`src/rtl/arith_seq_divider.sv`:
```
// Iterative restoring divider: one quotient bit per clock, valid/ready on both sides.
// Define ARITH_DIV_SIGNED_EN for two's-complement operands (truncate toward zero).
module arith_seq_divider #(
    parameter int DW = 16,
    parameter int VW = 8
) (
    input  logic          clk,
    input  logic          rst_n,
    input  logic          in_valid,
    output logic          in_ready,
    input  logic [DW-1:0] dividend,
    input  logic [VW-1:0] divisor,
    output logic          out_valid,
    input  logic          out_ready,
    output logic [DW-1:0] quotient,
    output logic [VW-1:0] remainder,
    output logic          div_by_zero
);

    localparam int CW = (DW > 1) ? $clog2(DW) : 1;

    typedef enum logic [1:0] {IDLE, CALC, DONE} state_t;

    state_t        state_q, state_d;
    logic [CW-1:0] cnt_q, cnt_d;
    logic [DW-1:0] shf_q, shf_d;   // dividend bits leave at MSB, quotient bits enter at LSB
    logic [VW-1:0] dvs_q, dvs_d;
    logic [VW:0]   part_q, part_d;
    logic [DW-1:0] quo_q, quo_d;
    logic [VW-1:0] rem_q, rem_d;
    logic          dbz_q, dbz_d;

    logic [VW:0]   shifted;
    logic [VW+1:0] diff;
    logic          qbit;
    logic [VW:0]   part_next;
    logic [DW-1:0] q_next;
    logic [DW-1:0] acc_dvd;
    logic [VW-1:0] acc_dvs;
    logic [DW-1:0] fin_quo;
    logic [VW-1:0] fin_rem;
    logic          accept;

    assign accept    = (state_q == IDLE) && in_valid;

    assign shifted   = {part_q[VW-1:0], shf_q[DW-1]};
    assign diff      = {1'b0, shifted} - {2'b00, dvs_q};
    assign qbit      = ~diff[VW+1];
    assign part_next = qbit ? diff[VW:0] : shifted;
    assign q_next    = {shf_q[DW-2:0], qbit};

`ifdef ARITH_DIV_SIGNED_EN
    logic negq_q, negr_q;

    // Divide magnitudes; signs are reapplied on the last step.
    assign acc_dvd = dividend[DW-1] ? -dividend : dividend;
    assign acc_dvs = divisor[VW-1]  ? -divisor  : divisor;
    assign fin_quo = negq_q ? -q_next : q_next;
    assign fin_rem = negr_q ? -part_next[VW-1:0] : part_next[VW-1:0];

    always_ff @(posedge clk or negedge rst_n) begin
        if (!rst_n) begin
            negq_q <= 1'b0;
            negr_q <= 1'b0;
        end else if (accept) begin
            negq_q <= dividend[DW-1] ^ divisor[VW-1];
            negr_q <= dividend[DW-1];
        end
    end
`else
    assign acc_dvd = dividend;
    assign acc_dvs = divisor;
    assign fin_quo = q_next;
    assign fin_rem = part_next[VW-1:0];
`endif

    always_comb begin
        state_d   = state_q;
        cnt_d     = cnt_q;
        shf_d     = shf_q;
        dvs_d     = dvs_q;
        part_d    = part_q;
        quo_d     = quo_q;
        rem_d     = rem_q;
        dbz_d     = dbz_q;
        in_ready  = 1'b0;
        out_valid = 1'b0;
        case (state_q)
            IDLE: begin
                in_ready = 1'b1;
                if (in_valid) begin
                    shf_d  = acc_dvd;
                    dvs_d  = acc_dvs;
                    part_d = '0;
                    cnt_d  = CW'(DW - 1);
                    if (divisor == '0) begin
                        quo_d   = '1;
                        rem_d   = dividend[VW-1:0];
                        dbz_d   = 1'b1;
                        state_d = DONE;
                    end else begin
                        dbz_d   = 1'b0;
                        state_d = CALC;
                    end
                end
            end
            CALC: begin
                shf_d  = q_next;
                part_d = part_next;
                cnt_d  = cnt_q - CW'(1);
                if (cnt_q == '0) begin
                    cnt_d   = '0;
                    quo_d   = fin_quo;
                    rem_d   = fin_rem;
                    state_d = DONE;
                end
            end
            DONE: begin
                out_valid = 1'b1;
                if (out_ready) state_d = IDLE;
            end
            default: state_d = IDLE;
        endcase
    end

    always_ff @(posedge clk or negedge rst_n) begin
        if (!rst_n) begin
            state_q <= IDLE;
            cnt_q   <= '0;
            shf_q   <= '0;
            dvs_q   <= '0;
            part_q  <= '0;
            quo_q   <= '0;
            rem_q   <= '0;
            dbz_q   <= 1'b0;
        end else begin
            state_q <= state_d;
            cnt_q   <= cnt_d;
            shf_q   <= shf_d;
            dvs_q   <= dvs_d;
            part_q  <= part_d;
            quo_q   <= quo_d;
            rem_q   <= rem_d;
            dbz_q   <= dbz_d;
        end
    end

    assign quotient    = quo_q;
    assign remainder   = rem_q;
    assign div_by_zero = dbz_q;

endmodule

```
`config.mk`:
```
export PLATFORM = sky130hd
export DESIGN_NAME = arith_seq_divider
export DESIGN_NICKNAME = d
export VERILOG_FILES = /design/src/rtl/arith_seq_divider.sv
export SDC_FILE = /design/constraint.sdc
export NUM_CORES = 1
export LEC_CHECK = 0
export CAP_MARGIN = 25
export CELL_PAD_IN_SITES_DETAIL_PLACEMENT = 1
export CELL_PAD_IN_SITES_GLOBAL_PLACEMENT = 1
export CORE_MARGIN = 4
export CORE_UTILIZATION = 43
export CTS_CLUSTER_SIZE = 10
export DETAILED_ROUTE_END_ITERATION = 12
export PLACE_DENSITY_LB_ADDON = 0.1
export SYNTH_ARGS = -nofsm -noshare
export SYNTH_HDL_FRONTEND = slang
export SYNTH_SLANG_ARGS = --single-unit
export TNS_END_PERCENT = 50
```
`constraint.sdc`:
```
create_clock -name clk -period 3.8 [get_ports clk]
set_clock_uncertainty 0.15 [all_clocks]
set_input_delay 0.57 -clock clk [delete_from_list [all_inputs] [get_ports clk]]
set_output_delay 0.57 -clock clk [all_outputs]
set_load 0.01 [all_outputs]
```
# ---- Word level (Yosys, flattened, before mapping)
# Index checks and enable logic that the tools add are counted.
dict set report word_totals {
  register_bits 63
  latchBits 0
  ram_bits 0
  rom_bits 0
  input_bits 28
  output_inout_bits 27
  word_cells 49
  mem_count 0
}
dict set report classes {
  addsub 2
  multipliers 0
  div 0
  order_cmp 0
  eq_ne 6
  shift 0
  mux 24
  bitwise 1
  n_reduce_logical 8
}
# cell count
set op_table {}
lappend op_table {{2-to-1 mux 16 bit} 4}
lappend op_table {{one-hot mux 16 bit (2 select lines)} 2}
lappend op_table {{2-to-1 mux 8 bit} 5}
lappend op_table {{one-hot mux 8 bit (2 select lines)} 2}
lappend op_table {{subtractor 9 x 8 -> 10 bit} 1}
lappend op_table {{logical NOT 8 bit} 1}
lappend op_table {{2-to-1 mux 2 bit} 4}
lappend op_table {{2-to-1 mux 4 bit} 2}
lappend op_table {{one-hot mux 4 bit (2 select lines)} 1}
lappend op_table {{!= test 2 bit (second input constant)} 3}
lappend op_table {{one-hot mux 2 bit (3 select lines)} 1}
lappend op_table {{logical NOT 4 bit} 1}
lappend op_table {{AND reduction 2 bit} 2}
lappend op_table {{AND reduction 4 bit} 1}
lappend op_table {{subtractor 4 x 1 -> 4 bit (second input constant)} 1}
lappend op_table {{2-to-1 mux 1 bit} 3}
lappend op_table {{AND reduction 3 bit} 1}
lappend op_table {{== test 2 x 1 -> 1 bit (second input constant)} 1}
lappend op_table {{== test 2 bit (second input constant)} 1}
lappend op_table {{logical NOT 2 bit} 1}
lappend op_table {{!= test 2 x 1 -> 1 bit (second input constant)} 1}
lappend op_table {{nonzero test 2 bit} 1}
lappend op_table {{NOT 1 bit} 1}

# ---- Depth between registers and ports, before layout
dict set report depth {
  word_depth 4
  depth_mapped 10
  depth_no_buf 10
}

# ---- Worst setup path after synthesis
# No wires, ideal clock.
dict set report synth_timing {
  path_type {register -> register}
  from {register part_q[4]}
  to {register rem_q[4] (netlist: remainder[4])}
  setup_ps 84
  arrival_time_ps 2028
  t_required_ps 3566
  path_slack_ps 1538
  path_stages_with_launch 9
  path_buffers 1
  synth_period_minus_slack_ps 2262
  path_cell_list {dfrtp_1 -> ha_1 -> nand2_1 -> o22ai_2 -> a21oi_2 -> and2_1 -> buf_6 -> or4_4 -> a41oi_2}
}
dict set report synth_between {
  elab_chain_cells 4
}
# item line
set synth_lines {}
lappend synth_lines {{start: declaration} 28} ;# logic [VW:0] part_q, part_d;
lappend synth_lines {{start signal: assignment} 141} ;# part_q <= part_d;
lappend synth_lines {{subtractor 9 x 8 -> 10 bit} 47} ;# assign diff = {1'b0, shifted} - {2'b00, dvs_q};
lappend synth_lines {{2-to-1 mux 8 bit} 49} ;# assign part_next = qbit ? diff[VW:0] : shifted;
lappend synth_lines {{2-to-1 mux 8 bit} 111} ;# if (cnt_q == '0) begin
lappend synth_lines {{one-hot mux 8 bit (2 select lines)} 88} ;# case (state_q)
lappend synth_lines {{end signal: assignment} 143} ;# rem_q <= rem_d;
lappend synth_lines {{end: declaration} 30} ;# logic [VW-1:0] rem_q, rem_d;
# No other way between the ends. The select of a mux whose other input is x is not followed.
# A chain may end at the register's enable or synchronous reset.

# ---- Worst setup path in the final report
dict set report layout_timing {
  from {register state_q[1]}
  to {output out_valid}
}
dict set report layout_between {
  elab_chain_cells 2
}
# item line
set layout_lines {}
lappend layout_lines {{start: declaration} 24} ;# state_t state_q, state_d;
lappend layout_lines {{start signal: assignment} 137} ;# state_q <= state_d;
lappend layout_lines {{== test 2 bit} 88}
lappend layout_lines {{2-to-1 mux 1 bit} 88}
lappend layout_lines {{end: declaration} 13} ;# output logic out_valid,
# No other way between the ends.

==> reports/results.txt <==
Number of vias in the routed layout -> 2,802
Final nets -> 432
WP data required -> 3080 ps
Unique masters post-synth -> 52
Crit path to -> out_valid
Seq/Total Area, Yosys -> 0.496
Die area -> 8830 um^2
Via density -> 5.62
Starting Density -> 0.441
Root Buffer -> clkbuf_8
Drt drc -> 0
Post-DP HPWL -> 6150 um
Design area -> 4040 um^2
FF-to-FF setup slack -> 1110 ps
Number of synthesized flops with an enable pin -> 0
CP Max Fanout -> 22
CTS max path bufs -> 2
Setup TNS -> 0 ps
Arrival time of the worst setup path -> 2040 ps
Power Dens Cells -> 911 nW/um^2
Clk slew on worst S/H paths -> 80 ps
Pre-Repair DR Iteration Count -> 4
CP Launch Type -> register
First-pass GRT wire length -> 15,100 um
Max_slew headroom -> 0.455
Synth async-reset ratio -> 1.00
FF-to-FF End -> remainder[6]
Starting DRT DRC Count -> 130
Number of nets still failing antenna checks after routing -> 0
Post-synth top area share -> 0.496
Total track usage -> 0.220
CP Class -> register to output pin
Worst hold margin -> 234 ps
Num rows -> 31
Area Growth Syn to Fin -> 27.0%
Crit-path cells -> nor2b_1 > clkdlybuf4s50_1
Final setup vio count -> 0
CTS-repair resized insts -> 0
Gp weighted congestion -> 0.783
Crit path time final -> 2760 ps
WL per Instance -> 18.0 um
Slowest-stage cell, CP -> dfrtp_1
Most common cell in the netlist -> dfrtp_1
GR Overflow Total -> 0
Number of global-route vias before repair -> 2,985
Die W -> 94.0 um
Yosys reg bits -> 63
Final WL -> 8970 um
Syn Area/Cell -> 9.37 um^2
Top FF cell, synth -> dfrtp_1
Post-CTS Setup Inserts -> 0
Cell Area, Synth -> 3180 um^2
Max cap viols -> 0
Fmax achieved -> 363 MHz
Pin count of the biggest net entering global routing -> 64
Element type at the critical path end -> output pin
CTS sink cnt -> 63
CP peak stage delay -> 870 ps
Peak supply drop -> 0.333 mV
Yosys Warn Count -> 0
Mapped Cells -> 339
Clk_lat worst skew -> 340 ps
Leak -> 1.66 nW
Crit path from -> state_q[1]
RSZ-0062 raised after global routing -> false
Final period util -> 0.726
Met3 Usage GRT -> 0.0401
CTS buffer count -> 9
Die Ht -> 94.0 um
Tot Pwr -> 3.68 mW
Outcome -> complete, no violations
# diodes -> 0
Core area -> 7210 um^2
# hold bufs at CTS -> 0
Initial antenna violation count -> 0
Met1 usage -> 0.297
H-tree depth -> 3
CTS tree -> done
Worst Hold Class -> primary input to async pin
Measured slew at the worst slew-check pin -> 817 ps
Syn Nets -> 376
Share of cells above drive strength 1 -> 0.108
I/O Pins -> 55
Number of hold violations in the final report -> 0
Fin util -> 0.559
Reg2reg start -> shf_q[15]
Post-DP Area -> 3840 um^2
Final slew viol count -> 0
Reg2reg path depth -> 10
Commonest cells post-synth -> 63 x dfrtp_1, 36 x nor2_1, 35 x nand2_1
Port buffer count -> 54
Area contributors post-synth -> dfrtp_1 50%, a21oi_1 4.9%, nor2_1 4.3%
GRT met2 Usage -> 0.349
Yosys top cell by area -> dfrtp_1
GRT busiest layer -> met2
## layout make-up
class | instances | area [um^2]
Sequential cell | 63 | 1580
Inverter | 13 | 48.8
Clock buffer | 9 | 124
Clock inverter | 7 | 72.6
Fill cell | 848 | 3180
Multi-Input combinational cell | 243 | 1470
Timing Repair Buffer | 65 | 618
Tap cell | 99 | 124
## logic make-up (layout without fill, tap and decap cells)
kind of cell	count (synthesis)	in the layout	share of synthesized area
compound gates	116	116	0.241
xor+xnor	1	1	0.00276
fa+ha+maj	9	9	0.0378
buf+inv	33	94	0.0425
flops	63	63	0.496
mux	2	2	0.00669
simple gates	115	115	0.173
## critical path, delay by kind of cell, from the launching register on
kind / cells / cell delay [ps]
buffers and inverters: 1 / 570
DFF: 1 / 870
and+or+nand+nor: 1 / 270
## worst min path at each step
stage	endpoint	startpoint	slack [ps]
3_3_place_gp	cnt_q[2]	cnt_q[2]	330
3_5_place_dp	quotient[3]	quotient[3]	350
2_1_floorplan	cnt_q[0]	rst_n	120
4_1_cts	dvs_q[7]	rst_n	280
6_report	dvs_q[5]	rst_n	230
5_1_grt	dvs_q[7]	rst_n	320
## placed cells by master (no fill, tap or decap), drive strengths merged, types with 5 or more instances in the layout
cell and count:
dfrtp 63, clkdlybuf4s50 53, nor2 36, nand2 35
a21oi 33, o21ai 28, nor2b 19, a22oi 14
inv 14, buf 12, clkbuf 9, ha 8
a211oi 8, o22a 7, a31oi 7, nand3 6
nand2b 5
## flip-flops by register name, indices dropped and copies added (netlist names)
| signal | cells |
|---|---|
| cnt_q | 4 |
| part_q | 8 |
| state_q | 2 |
| quotient | 16 |
| shf_q | 16 |
| div_by_zero | 1 |
| dvs_q | 8 |
| remainder | 8 |
## through the flow
stage | instances | setup WS (ps)
detailed placement | 483 | 908
global route | 499 | 906
floorplan | 339 | 1540
global placement | 483 | 976
finish | 499 | 1040
CTS | 499 | 1060
## layer usage
metal	wire length (um)	up-vias
met1	3970	1394
met5	0	-
met3	390	19
met4	225	0
li1	-	1321
met2	4380	68
## where the power goes
| part | switching [mW] | leakage, nW | internal (mW) |
|---|---|---|---|
| sequential | 0.232 | 0.720 | 0.949 |
| clock | 0.289 | 0.0956 | 0.304 |
| combinational | 1.09 | 0.846 | 0.808 |
| total | 1.61 | 1.66 | 2.06 |
(Power assumes the default switching activity.)
